## src/rtl/switch_allocator.sv

```systemverilog
// rtl/switch_allocator.sv - per-output round-robin switch allocator driving crossbar select lines
//
// Purpose:
//   One IDLE/BUSY FSM and one round-robin pointer per output. In IDLE, an
//   output grants the first requesting, unreserved input at or after its
//   pointer. The path stays reserved until the granted input completes a tail
//   handshake. Guarantees at most one input per output and one output per input.
//
// Optional feature macro: SWALLOC_WATCHDOG_EN
//   When defined, each output has a stall counter. A reservation whose input
//   stops moving is force-released, and wd_error pulses for that release.
//
// Ports:
//   clk          - clock, all state on rising edge
//   rst          - synchronous active-high reset
//   req_valid    - per input: head flit wants a path
//   req_port     - per input: requested output index (REQUEST_WIDTH each)
//   valid_in     - per input: flit valid at crossbar input
//   ready_in     - per input: crossbar ready toward input
//   tail_in      - per input: current flit is a tail
//   routeSelect  - per output: input index driving it (REQUEST_WIDTH each)
//   outputBusy   - per output: reserved
//   PortReserved - per input: holds a path
//   grant_pulse  - per input: one-cycle pulse on new grant
//   wd_error     - watchdog release pulse (0 when feature compiled out)

module switch_allocator #(
  parameter int INPUTS          = 4,
  parameter int OUTPUTS         = 4,
  parameter int REQUEST_WIDTH   = 32,
  parameter int WATCHDOG_CYCLES = 1024
) (
  input  logic                              clk,
  input  logic                              rst,
  input  logic [INPUTS-1:0]                 req_valid,
  input  logic [INPUTS*REQUEST_WIDTH-1:0]   req_port,
  input  logic [INPUTS-1:0]                 valid_in,
  input  logic [INPUTS-1:0]                 ready_in,
  input  logic [INPUTS-1:0]                 tail_in,
  output logic [OUTPUTS*REQUEST_WIDTH-1:0]  routeSelect,
  output logic [OUTPUTS-1:0]                outputBusy,
  output logic [INPUTS-1:0]                 PortReserved,
  output logic [INPUTS-1:0]                 grant_pulse,
  output logic                              wd_error
);

  localparam int IW = (INPUTS > 1) ? $clog2(INPUTS) : 1;

  // Elaboration-time parameter sanity checks.
  if (INPUTS < 1 || OUTPUTS < 1) begin : g_bad_size
    $error("switch_allocator: INPUTS and OUTPUTS must be at least 1");
  end
  if (WATCHDOG_CYCLES < 1) begin : g_bad_wd
    $error("switch_allocator: WATCHDOG_CYCLES must be at least 1");
  end

  typedef enum logic {
    IDLE = 1'b0,
    BUSY = 1'b1
  } state_t;

  state_t            state_q [OUTPUTS];
  state_t            state_d [OUTPUTS];
  logic [IW-1:0]     owner_q [OUTPUTS];
  logic [IW-1:0]     owner_d [OUTPUTS];
  logic [IW-1:0]     ptr_q   [OUTPUTS];
  logic [IW-1:0]     ptr_d   [OUTPUTS];
  logic [INPUTS-1:0] grant_q;
  logic [INPUTS-1:0] grant_d;
  logic [INPUTS-1:0] reserved;

  logic [REQUEST_WIDTH-1:0] port_of [INPUTS];

`ifdef SWALLOC_WATCHDOG_EN
  localparam int CW = $clog2(WATCHDOG_CYCLES + 1);

  logic [CW-1:0]      stall_q [OUTPUTS];
  logic [CW-1:0]      stall_d [OUTPUTS];
  logic [OUTPUTS-1:0] phase_q;
  logic [OUTPUTS-1:0] phase_d;
  logic               wd_q;
  logic               wd_d;
`endif

  for (genvar j = 0; j < INPUTS; j++) begin : g_in
    assign port_of[j] = req_port[j*REQUEST_WIDTH +: REQUEST_WIDTH];
  end

  // An input is reserved while any BUSY output names it as owner.
  always_comb begin
    reserved = '0;
    for (int i = 0; i < OUTPUTS; i++) begin
      if (state_q[i] == BUSY) begin
        reserved[owner_q[i]] = 1'b1;
      end
    end
  end

  always_comb begin
    logic          found;
    logic [IW-1:0] idx;
    grant_d = '0;
`ifdef SWALLOC_WATCHDOG_EN
    wd_d    = 1'b0;
    phase_d = phase_q;
`endif
    for (int i = 0; i < OUTPUTS; i++) begin
      state_d[i] = state_q[i];
      owner_d[i] = owner_q[i];
      ptr_d[i]   = ptr_q[i];
`ifdef SWALLOC_WATCHDOG_EN
      stall_d[i] = stall_q[i];
`endif
      found = 1'b0;
      idx   = '0;
      case (state_q[i])
        IDLE: begin
          // Scan from the pointer with wraparound; first hit wins. Releases only
          // reach IDLE on the following cycle, which gives the mandatory gap.
          for (int k = 0; k < INPUTS; k++) begin
            idx = IW'((int'(ptr_q[i]) + k) % INPUTS);
            if (!found && req_valid[idx] && !reserved[idx] &&
                (port_of[idx] == REQUEST_WIDTH'(i))) begin
              found      = 1'b1;
              state_d[i] = BUSY;
              owner_d[i] = idx;
              ptr_d[i]   = IW'((int'(idx) + 1) % INPUTS);
              grant_d[idx] = 1'b1;
`ifdef SWALLOC_WATCHDOG_EN
              stall_d[i] = '0;
              phase_d[i] = 1'b0;
`endif
            end
          end
        end
        default: begin
          if (valid_in[owner_q[i]] && ready_in[owner_q[i]] && tail_in[owner_q[i]]) begin
            state_d[i] = IDLE;
          end
`ifdef SWALLOC_WATCHDOG_EN
          else if (valid_in[owner_q[i]] && ready_in[owner_q[i]]) begin
            stall_d[i] = '0;
            phase_d[i] = 1'b0;
          end else begin
            // Counter advances on every second stalled cycle.
            phase_d[i] = ~phase_q[i];
            if (phase_q[i]) begin
              if (int'(stall_q[i]) + 1 >= WATCHDOG_CYCLES) begin
                state_d[i] = IDLE;
                stall_d[i] = '0;
                phase_d[i] = 1'b0;
                wd_d       = 1'b1;
              end else begin
                stall_d[i] = stall_q[i] + CW'(1);
              end
            end
          end
`endif
        end
      endcase
    end
  end

  always_ff @(posedge clk) begin
    if (rst) begin
      for (int i = 0; i < OUTPUTS; i++) begin
        state_q[i] <= IDLE;
        owner_q[i] <= '0;
        ptr_q[i]   <= '0;
`ifdef SWALLOC_WATCHDOG_EN
        stall_q[i] <= '0;
`endif
      end
      grant_q <= '0;
`ifdef SWALLOC_WATCHDOG_EN
      phase_q <= '0;
      wd_q    <= 1'b0;
`endif
    end else begin
      for (int i = 0; i < OUTPUTS; i++) begin
        state_q[i] <= state_d[i];
        owner_q[i] <= owner_d[i];
        ptr_q[i]   <= ptr_d[i];
`ifdef SWALLOC_WATCHDOG_EN
        stall_q[i] <= stall_d[i];
`endif
      end
      grant_q <= grant_d;
`ifdef SWALLOC_WATCHDOG_EN
      phase_q <= phase_d;
      wd_q    <= wd_d;
`endif
    end
  end

  for (genvar g = 0; g < OUTPUTS; g++) begin : g_out
    assign routeSelect[g*REQUEST_WIDTH +: REQUEST_WIDTH] =
      (state_q[g] == BUSY) ? REQUEST_WIDTH'(owner_q[g]) : '0;
    assign outputBusy[g] = (state_q[g] == BUSY);
  end

  assign PortReserved = reserved;
  assign grant_pulse  = grant_q;

`ifdef SWALLOC_WATCHDOG_EN
  assign wd_error = wd_q;
`else
  assign wd_error = 1'b0;
`endif

endmodule

```

## config.mk

```make
export PLATFORM = sky130hd
export DESIGN_NAME = switch_allocator
export DESIGN_NICKNAME = d
export VERILOG_FILES = /design/src/rtl/switch_allocator.sv
export SDC_FILE = /design/constraint.sdc
export NUM_CORES = 1
export LEC_CHECK = 0
export ABC_AREA = 1
export BUFFER_PORTS_ARGS = -buffer_cell sky130_fd_sc_hd__buf_2
export CORE_ASPECT_RATIO = 0.5
export CORE_MARGIN = 2
export CORE_UTILIZATION = 30
export CTS_CLUSTER_SIZE = 12
export DETAILED_ROUTE_END_ITERATION = 12
export MAX_ROUTING_LAYER = met4
export PLACE_DENSITY_LB_ADDON = 0.05
export SLEW_MARGIN = 20
export SYNTH_ARGS = -nofsm -noshare
export SYNTH_HDL_FRONTEND = slang
export SYNTH_SLANG_ARGS = --single-unit
```

## constraint.sdc

```tcl
create_clock -name clk -period 6.8 [get_ports clk]
set_input_delay 0.68 -clock clk [delete_from_list [all_inputs] [get_ports clk]]
set_output_delay 0.68 -clock clk [all_outputs]
set_load 0.005 [all_outputs]
```

==> flow_metrics.py, run 1 <==
metrics = {
    "synthesis": {
        "synthAdderAreaFrac_pct": 2.57,
        "postSynth.asyncResetShare_pct": 0,
        "synth_xor_area_share_pct": 0,
        "synthMuxAreaShare_pct": 0.0857,
        "synth_cell_types": 41,
        "yosys.area_share.simple_pct": 63.3,
        "synth_seq_area_share_pct": 4.11,
        "synth_cells": 2467,
        "synth_area_per_cell_um2": 4.74,
        "synth_area_um2": 11700,
        "synth_edf_count": 0,
        "synth-compound-area-share_pct": 9.89,
        "ys_seq_elements": 24,
        "yosysWarnings": 0,
        "yosys_most_used_dff": "dfxtp_1",
        "synth_top_family_by_area": "simple AND/OR/NAND/NOR gates",
    },
    "min_path": {
        "hold_class": "reg2reg",
        "worst_hold_path.endpoint": "owner_q[0][1]",
        "min_delay_path_depth": 2,
        "worstHoldStart": "owner_q[0][1]",
    },
    "grt": {
        "overflow": 0,
        "grtUsageTotal_pct": 29.7,
        "grt_pass1_wl_um": 88200,
        "grt_max_degree": 86,
        "grt_pass1_vias": 13500,
        "antenna_found_initial": 0,
    },
    "finish": {
        "layout-drive-gt1-share_pct": 9.29,
        "regArea_um2": 495,
        "fillers": 4705,
        "multi_input_area_um2": 9310,
        "area_delta_synth_final_pct": 4.57,
        "diodes": 0,
        "fin_nets": 2710,
    },
    "setup_path": {
        "timing.rr.start": "ptr_q[1][1]",
        "r2r_cells": 18,
        "slowest_stage": "ha_1",
        "required_ns": 6.97,
        "end_kind": "flip-flop",
        "r2r_end": "owner_q[1][1]",
        "r2r_slack_ns": 2.63,
        "worstPathCellList": "inv_1, buf_4, ha_1, inv_1, nand2_1, nor2_1, nand3_1, nand2_1, nand2_1, nor2_2, nor2_1, nand2_1, nand2_1, nand2_1, o21ai_0, inv_1, nand2_1, inv_1",
        "start_kind": "flip-flop",
        "crit_fanout": 20,
        "crit_top_cell": "nand2_1",
        "crit_type": "reg2reg",
        "arrival_ns": 4.34,
        "max_stage_delay_ns": 0.75,
    },
    "routing": {
        "wire_per_inst_um": 19.7,
        "wl_um": 60300,
        "drc": 0,
        "firstDrtPassIters": 10,
        "vias": 15700,
        "viasPerCell": 5.10,
        "ant_nets": 0,
        "drt_iter0_markers": 1704,
    },
    "timing": {
        "max_slew.worst_pin.slew_ns": 0.939,
        "hold_ws_ns": 0.599,
        "min_period_ns": 4.17,
        "setup_viol": 0,
        "skew_ns": 0.00339,
        "period_share_pct": 61.4,
        "tns_ns": 0,
        "rsz0062_at_grt": "false",
        "slew_violations": 0,
        "finalHoldViolations": 0,
        "clock.fmax_ghz": 0.240,
        "relSlewSlack_pct": 36.7,
    },
    "clocking": {
        "cts_buffers": 3,
        "cts_hold_buf": 0,
        "ctsResizeCount": 0,
        "cts_tree": "yes",
        "clock-sinks": 24,
        "cts_root_buffer": "clkbuf_16",
        "h-tree-depth": 1,
        "clk_pin_slew_worst_paths_ns": 0.07,
        "clockBufferDepth": 2,
        "postCtsSetupBuffers": 0,
        "clock_latency_ns": 0.27,
    },
    "floorplanning": {
        "die_area_um2": 40600,
        "placementRows": 51,
        "fp.coreArea_um2": 38700,
        "start_util_pct": 30.2,
        "die_w_um": 283,
        "io_pins": 287,
        "die_y_um": 144,
    },
    "pwr": {
        "p_leak_nw": 6.70,
        "ir_drop_v": 0.0000736,
        "power_mw": 0.610,
        "power.density_nw_per_um2": 50.0,
    },
    "placed_design": {
        "gp_congestion": 0.995,
        "dp_hpwl_um": 47400,
        "portBuffers": 165,
    },
    "flow_run": {
        "drv_cap": 0,
    },
    "status": {
        "status": "finished, final reports clean",
    },
}
## cell usage in the layout (no fill, tap or decap), types with 9 or more instances in the layout
cell type / count
nand2_1: 1021
nor2_1: 348
o21ai_0: 108
inv_1: 179
o211ai_1: 9
inv_2: 12
nor2_2: 10
nand3b_1: 9
o21ai_1: 34
a21oi_1: 53
ha_1: 24
conb_1: 121
buf_4: 13
nand3_1: 270
nand4_1: 63
nor3_1: 21
dfxtp_1: 20
buf_2: 165
## sequential cells by signal, summed over array words and instances, names as in the netlist
| register | count |
|---|---|
| grant_pulse | 4 |
| owner_q | 8 |
| ptr_q | 8 |
| state_q | 4 |
## through the flow
step                cell area [µm²]  util, %  cells  setup slack, ns
floorplan                     12100        -   2587             3.90
detailed placement            12100     31.4   3065             2.74
finish                        12200     31.6   3069             2.63
CTS                           12200     31.6   3069             2.72
global placement              12100     31.4   3065             2.71
global route                  12200     31.6   3069             2.17
## area by class of cell
cell class,instances,share of cell area [%]
Multi-Input combinational cell,2138,76.2
Timing Repair Buffer,178,7.56
Inverter,195,6.03
Tap cell,530,5.43
Sequential cell,24,4.06
Clock buffer,4,0.727
## cells by family (layout without fill, tap and decap cells)
kind of cell               after synthesis  count (layout)
other                                    1             121
muxes                                    1               1
AOI/OAI and AO/OA                      218             218
buffers and inverters                  425             377
and+or+nand+nor                       1774            1774
adders and majority gates               24              24
DFF                                     24              24
## Yosys cell counts, types with 3 or more instances
library cell	n	area (µm²)
dfxtp_1	24	480
ha_1	24	300
inv_2	12	45.0
o21ai_1	34	170
buf_6	20	225
inv_1	179	672
and2_1	4	25.0
clkbuf_1	21	78.8
nand4_1	63	394
o21a_1	4	30.0
nand2_1	1021	3830
nand2_2	8	50.1
nor2_2	10	62.6
nand3_1	270	1350
o21ai_0	108	541
nor2_4	8	90.1
nor3_1	21	105
a221oi_1	3	26.3
o211ai_1	9	67.6
buf_4	143	1070
nand3b_1	9	67.6
a21oi_1	53	265
nor2_1	348	1310
nand3_2	6	60.1
buf_2	45	225
## how the worst max path moves through the flow
| stage | from | endpoint | slack, ns | cells after the start |
|---|---|---|---|---|
| floorplan | ptr_q[0][1] | owner_q[0][0] | 3.90 | 19 |
| global placement | ptr_q[1][1] | owner_q[1][1] | 2.71 | 18 |
| detailed placement | ptr_q[1][1] | owner_q[1][1] | 2.74 | 18 |
| CTS | ptr_q[1][1] | owner_q[1][1] | 2.72 | 18 |
| global route | ptr_q[1][1] | owner_q[1][1] | 2.17 | 18 |
| finish | ptr_q[1][1] | owner_q[1][1] | 2.63 | 18 |
## layer usage
metal  vias up  wire length [µm]  GRT usage (%)
met5         -                 0              -
met4         0              1880           8.55
met3       114              6330           6.05
met2       828             23800           41.9
met1      6988             28300           42.1
li1       7729                 -              -
## report_power, final
part / total, mW / internal (mW) / switching [mW]
logic: 0.323 / 0.0841 / 0.239
clock network: 0.149 / 0.0903 / 0.0583
registers: 0.139 / 0.139 / 0.000000000744
total: 0.610 / 0.313 / 0.297
## worst max-delay path: cells and delay by family, from the launching register on
| family | cells | cell delay, ns |
|---|---|---|
| adders and majority gates | 1 | 0.75 |
| and+or+nand+nor | 11 | 1.59 |
| AOI/OAI and AO/OA | 1 | 0.19 |
| buffers and inverters | 5 | 1.07 |
| DFF | 1 | 0.42 |
Power figures use the tool's default switching activity.
==> inputs of run 2 (changes only) <==
--- a/config.mk
+++ b/config.mk
@@ -5,7 +5,7 @@
 export SDC_FILE = /design/constraint.sdc
 export NUM_CORES = 1
 export LEC_CHECK = 0
-export ABC_AREA = 1
+export ABC_AREA = 0
 export BUFFER_PORTS_ARGS = -buffer_cell sky130_fd_sc_hd__buf_2
 export CORE_ASPECT_RATIO = 0.5
 export CORE_MARGIN = 2
==> constraint.sdc (replaced) <==
create_clock -name clk -period 3.61 [get_ports clk]
set_input_delay 0.361 -clock clk [delete_from_list [all_inputs] [get_ports clk]]
set_output_delay 0.361 -clock clk [all_outputs]
set_load 0.005 [all_outputs]
==> flow_metrics.py, run 2 <==
metrics = {
    "status": {
        "status": "finished, final reports clean",
    },
    "clocking": {
        "cts_hold_buf": 0,
        "cts_tree": "yes",
        "clockBufferDepth": 2,
        "clock-sinks": 24,
        "cts_buffers": 3,
        "clk_pin_slew_worst_paths_ns": 0.07,
        "clock_latency_ns": 0.27,
        "cts_root_buffer": "clkbuf_16",
        "h-tree-depth": 1,
        "postCtsSetupBuffers": 0,
    },
    "synthesis": {
        "yosysWarnings": 0,
        "synthAdderAreaFrac_pct": 4.73,
        "synth_xor_area_share_pct": 0,
        "synth_area_leaders": "buf_4 15%, dfxtp_1 7.6%, nand4_1 5.1%",
        "synth_top_area_share_pct": 14.9,
        "synthMuxAreaShare_pct": 4.71,
        "yosys.cell_count.top_type": "buf_4",
        "synthTopCellsByCount": "126 x buf_4, 69 x nand2_1, 54 x nand3_1, 52 x nand4_1, 44 x nor2_1",
        "yosys_most_used_dff": "dfxtp_1",
        "postSynth.asyncResetShare_pct": 0,
        "synth-compound-area-share_pct": 23.2,
        "synth_seq_area_share_pct": 7.56,
        "synth_top_family_by_area": "simple AND/OR/NAND/NOR gates",
        "synth_cells": 874,
        "yosys.area_share.simple_pct": 40.2,
        "synth_area_um2": 6350,
        "synth_edf_count": 0,
        "synth_cell_types": 89,
        "ys_seq_elements": 24,
        "synth_area_per_cell_um2": 7.27,
        "yosys.area.top_type": "buf_4",
    },
    "routing": {
        "wire_per_inst_um": 21.0,
        "drt_iter0_markers": 791,
        "vias": 7743,
        "firstDrtPassIters": 5,
        "ant_nets": 0,
        "viasPerCell": 5.69,
        "drc": 0,
        "wl_um": 28600,
    },
    "pwr": {
        "p_sw_share_pct": 31.7,
        "clockPowerShare_pct": 38.9,
        "comb_power_share_pct": 30.1,
        "power_mw": 0.855,
        "p_leak_nw": 3.05,
        "p_sw_mw": 0.271,
        "power.density_nw_per_um2": 112,
        "ir_drop_v": 0.000103,
        "p_seq_share_pct": 30.9,
        "power.internal_mw": 0.584,
    },
    "min_path": {
        "hold_class": "in2reg",
    },
    "finish": {
        "layout-drive-gt1-share_pct": 29.4,
        "diodes": 0,
        "instances_no_fill": 1362,
        "fin_nets": 1260,
        "layout_commonest_cell": "buf_2",
        "area_delta_synth_final_pct": 20.6,
        "top_regs": "owner_q x8, ptr_q x8",
        "mostFrequentLayoutCells": "165 x buf_2, 121 x conb_1, 90 x buf_4, 69 x nand2_1, 54 x nand3_1",
    },
    "placed_design": {
        "portBuffers": 165,
        "dp_hpwl_um": 23800,
        "gp_congestion": 0.990,
        "place_inst": 1358,
    },
    "floorplanning": {
        "die_w_um": 210,
        "die_y_um": 107,
        "die_area_um2": 22400,
        "start_util_pct": 30.8,
        "placementRows": 37,
        "io_pins": 287,
        "fp.coreArea_um2": 20600,
    },
    "setup_path": {
        "crit_top_cell": "or4_1",
        "end_kind": "flip-flop",
        "start_kind": "flip-flop",
        "crit_fanout": 12,
        "required_ns": 3.75,
        "worstPathCellList": "nand3_1, nand4_1, buf_4, or4_1, a21oi_1, a221oi_2, a221oi_1, o22ai_1, or4_1",
        "crit_type": "reg2reg",
        "max_stage_delay_ns": 0.52,
        "arrival_ns": 3.54,
        "slowest_stage": "or4_1",
    },
    "timing": {
        "clock.fmax_ghz": 0.294,
        "relSlewSlack_pct": 51.6,
        "period_share_pct": 94.1,
        "tns_ns": 0,
        "skew_ns": 0.00782,
        "max_slew.worst_pin.slew_ns": 0.720,
        "rsz0062_at_grt": "false",
        "setup_viol": 0,
        "min_period_ns": 3.40,
        "finalHoldViolations": 0,
        "slew_violations": 0,
    },
    "grt": {
        "grt_pass1_vias": 7061,
        "grt_max_degree": 31,
        "grtUsageTotal_pct": 25.4,
        "grt_pass1_wl_um": 42700,
        "antenna_found_initial": 0,
        "overflow": 0,
    },
    "flow_run": {
        "drv_cap": 0,
    },
}
run 2: changes by cell type after synthesis, moves of 17 or more:
cell and delta:
buf_2 -32, buf_6 -20, or4_1 +21, o21ai_1 -32, o21ai_0 -81, a21oi_1 -17, nor4_1 +31, nor2_1 -304
buf_4 -17, nand2_1 -952, inv_1 -151, nand3_1 -216
run 2: worst paths after layout:
check / from / to / slack, ns / depth (start not counted)
worst max-delay path: state_q[3] / grant_pulse[3] / 0.21 / 9
worst min-delay path: rst / state_q[0] / 0.36 / 2
worst max register to register: state_q[3] / grant_pulse[3] / 0.21 / 9
worst min register to register: owner_q[3][1] / owner_q[3][1] / 0.58 / 2
run 2: layout make-up:
type | instances | area, µm²
inverter | 34 | 130
clock buffer | 3 | 75.1
timing repair buffer | 256 | 1520
multi-input combinational | 771 | 5090
clock inverter | 1 | 30.0
sequential | 24 | 480
fill | 2249 | 13000
tap | 273 | 342
run 2: power by group through the flow:
stage | combinational [mW] | clock [mW] | sequential [mW]
after global routing | 0.282 | 0.350 | 0.264
final | 0.258 | 0.333 | 0.264
after global placement | 0.250 | 0 | 0.271
after detailed placement | 0.253 | 0 | 0.271
after CTS | 0.253 | 0.342 | 0.264
after floorplan | 0.188 | 0 | 0.271
run 2: per-stage QoR:
step | utilization [%] | worst slack, ns | cell area, µm² | hold slack, ns
finish | 37.1 | 0.214 | 7670 | 0.364
global route | 37.1 | 0.0230 | 7670 | 0.390
CTS | 37.1 | 0.145 | 7660 | 0.372
detailed placement | 36.6 | 0.142 | 7560 | 0.568
global placement | 36.6 | 0.0799 | 7560 | 0.559
floorplan | - | 0.329 | 6810 | 0.485
run 2: cell families (layout without fill, tap and decap cells):
family | Yosys count | after routing
simple gates | 409 | 409
buf+inv | 199 | 294
flops | 24 | 24
mux | 19 | 19
compound gates | 198 | 198
fa+ha+maj | 24 | 24
other cells | 1 | 121
run 2: layer usage:
layer	routed length (µm)	track usage, %	vias up
met5	0	-	-
met4	425	4.71	0
met3	2290	3.10	32
met2	11900	37.6	431
met1	14000	37.1	3700
li1	-	-	3580
run 2: repair_timing:
action,in CTS,in global routing
resized for setup,0,1
endpoints found under the hold margin,0,0
setup endpoints to repair,0,3
run 2: critical path: cells and delay by family, from the launching register on:
kind	cells	cell delay, ns
DFF	1	0.46
AOI/OAI and AO/OA	4	1.00
and+or+nand+nor	4	1.49
buffers and inverters	1	0.31
==> inputs of run 3 (changes only) <==
--- a/config.mk
+++ b/config.mk
@@ -7,7 +7,8 @@
 export LEC_CHECK = 0
 export ABC_AREA = 0
 export BUFFER_PORTS_ARGS = -buffer_cell sky130_fd_sc_hd__buf_2
-export CORE_ASPECT_RATIO = 0.5
+export CAP_MARGIN = 30
+export CORE_ASPECT_RATIO = 1.75
 export CORE_MARGIN = 2
 export CORE_UTILIZATION = 30
 export CTS_CLUSTER_SIZE = 12
==> constraint.sdc (replaced) <==
create_clock -name clk -period 4.1 [get_ports clk]
set_input_delay 0.41 -clock clk [delete_from_list [all_inputs] [get_ports clk]]
set_output_delay 0.41 -clock clk [all_outputs]
set_load 0.005 [all_outputs]
==> flow_metrics.py, run 3 (synthesized netlist as in run 2, its figures left out) <==
metrics = {
    "clocking": {
        "cts_buffers": 3,
        "ctsResizeCount": 0,
        "clock_latency_ns": 0.27,
        "clockBufferDepth": 2,
        "cts_tree": "yes",
        "h-tree-depth": 1,
        "cts_root_buffer": "clkbuf_16",
        "postCtsSetupBuffers": 0,
        "cts_hold_buf": 0,
        "clk_pin_slew_worst_paths_ns": 0.07,
        "clock-sinks": 24,
    },
    "setup_path": {
        "required_ns": 4.25,
        "arrival_ns": 3.67,
        "crit_fanout": 8,
        "cp-startpoint": "owner_q[1][0]",
        "start_kind": "flip-flop",
        "r2r_slack_ns": 0.58,
        "timing.rr.start": "owner_q[1][0]",
        "worstSetupEndpoint": "grant_pulse[1]",
        "worstPathCellList": "nand3b_1, o2111a_1, inv_2, or4_1, a211oi_2, a2111o_1, a211oi_2, a32oi_1, o311ai_0, or4_1",
        "end_kind": "flip-flop",
        "r2r_end": "grant_pulse[1]",
        "crit_type": "reg2reg",
        "slowest_stage": "dfxtp_1",
        "r2r_cells": 10,
        "max_stage_delay_ns": 0.53,
    },
    "pwr": {
        "p_leak_nw": 2.91,
        "power.density_nw_per_um2": 95.8,
        "ir_drop_v": 0.000110,
    },
    "timing": {
        "finalHoldViolations": 0,
        "hold_ws_ns": 0.586,
        "tns_ns": 0,
        "skew_ns": 0.00162,
        "relSlewSlack_pct": 45.4,
        "rsz0062_at_grt": "false",
        "fin_ws_ns": 0.580,
        "clock.fmax_ghz": 0.284,
        "max_slew.worst_pin.slew_ns": 0.816,
        "period_share_pct": 85.9,
        "slew_violations": 0,
        "min_period_ns": 3.52,
        "setup_viol": 0,
    },
    "finish": {
        "mostFrequentLayoutCells": "165 x buf_2, 121 x conb_1, 69 x nand2_1, 66 x buf_4, 54 x nand3_1",
        "top_regs": "owner_q x8, ptr_q x8",
        "area_delta_synth_final_pct": 16.8,
        "fin_nets": 1235,
        "layout_commonest_cell": "buf_2",
        "layout-drive-gt1-share_pct": 27.6,
        "diodes": 0,
        "instances_no_fill": 1316,
    },
    "grt": {
        "grtUsageTotal_pct": 26.4,
        "grt_max_degree": 31,
        "grt_pass1_vias": 7484,
        "antenna_found_initial": 0,
        "grt_pass1_wl_um": 44300,
        "overflow": 0,
    },
    "routing": {
        "wl_um": 29500,
        "drt_iter0_markers": 592,
        "firstDrtPassIters": 5,
        "wire_per_inst_um": 22.4,
        "ant_nets": 0,
        "vias": 7740,
        "drc": 0,
        "viasPerCell": 5.88,
    },
    "placed_design": {
        "place_inst": 1312,
        "dpl_worst_slack_ns": 0.526,
        "dp_hpwl_um": 24600,
        "gp_congestion": 1.02,
        "portBuffers": 165,
    },
    "floorplanning": {
        "placementRows": 70,
        "die_w_um": 114,
        "die_y_um": 197,
        "start_util_pct": 30.5,
        "die_area_um2": 22400,
        "fp.coreArea_um2": 20800,
        "io_pins": 287,
    },
    "flow_run": {
        "drv_cap": 0,
    },
    "min_path": {
        "hold_class": "reg2reg",
    },
    "status": {
        "status": "finished, final reports clean",
    },
}
==> run 3: changes by cell type in the layout (fill, tap and decap cells not counted), sizes merged <==
cell / change
buf: -25
bufinv: -1
clkbuf: +1
==> run 3: final cells by class <==
type / instances / area [µm²]
repair buffers: 231 / 1320
clock buffers: 4 / 88.8
well taps: 252 / 315
multi-input cells: 771 / 5090
inverters: 34 / 130
flip-flops and latches: 24 / 480
fillers: 2258 / 13400
==> run 3: where the power goes <==
part | leakage, nW | total, mW | switching (mW) | internal, mW
sequential | 0.193 | 0.233 | 0.000000000308 | 0.233
combinational | 2.68 | 0.226 | 0.140 | 0.0859
clock | 0.0442 | 0.253 | 0.103 | 0.150
==> run 3: per-layer routing <==
layer	global-route usage [%]	routed length [µm]	vias to the layer above
met5	-	0	-
met4	14.3	1910	0
met3	1.11	1450	108
met2	49.7	15900	474
met1	26.9	10200	3622
li1	-	-	3536
==> run 3: metrics by stage <==
step	area [µm²]	power, mW	util, %
2_1_floorplan	6810	0.404	-
3_3_place_gp	7330	0.460	35.2
3_5_place_dp	7330	0.461	35.2
4_1_cts	7420	0.713	35.6
5_1_grt	7420	0.745	35.6
6_report	7420	0.711	35.6
==> run 3: worst max-delay path, delay by kind of cell (launching register included) <==
| family | cells | cell delay (ns) |
|---|---|---|
| compound gates | 6 | 1.60 |
| simple gates | 3 | 1.09 |
| flops | 1 | 0.53 |
| buf+inv | 1 | 0.17 |
==> run 3: how the worst min path moves through the flow <==
stage,from,end,slack (ns),cells past startpoint
after global routing,owner_q[3][1],owner_q[3][1],0.62,2
final,owner_q[3][1],owner_q[3][1],0.59,2
after detailed placement,owner_q[3][1],owner_q[3][1],0.57,2
after CTS,owner_q[3][1],owner_q[3][1],0.58,2
after global placement,owner_q[3][1],owner_q[3][1],0.56,2
after floorplan,owner_q[3][1],owner_q[3][1],0.49,2
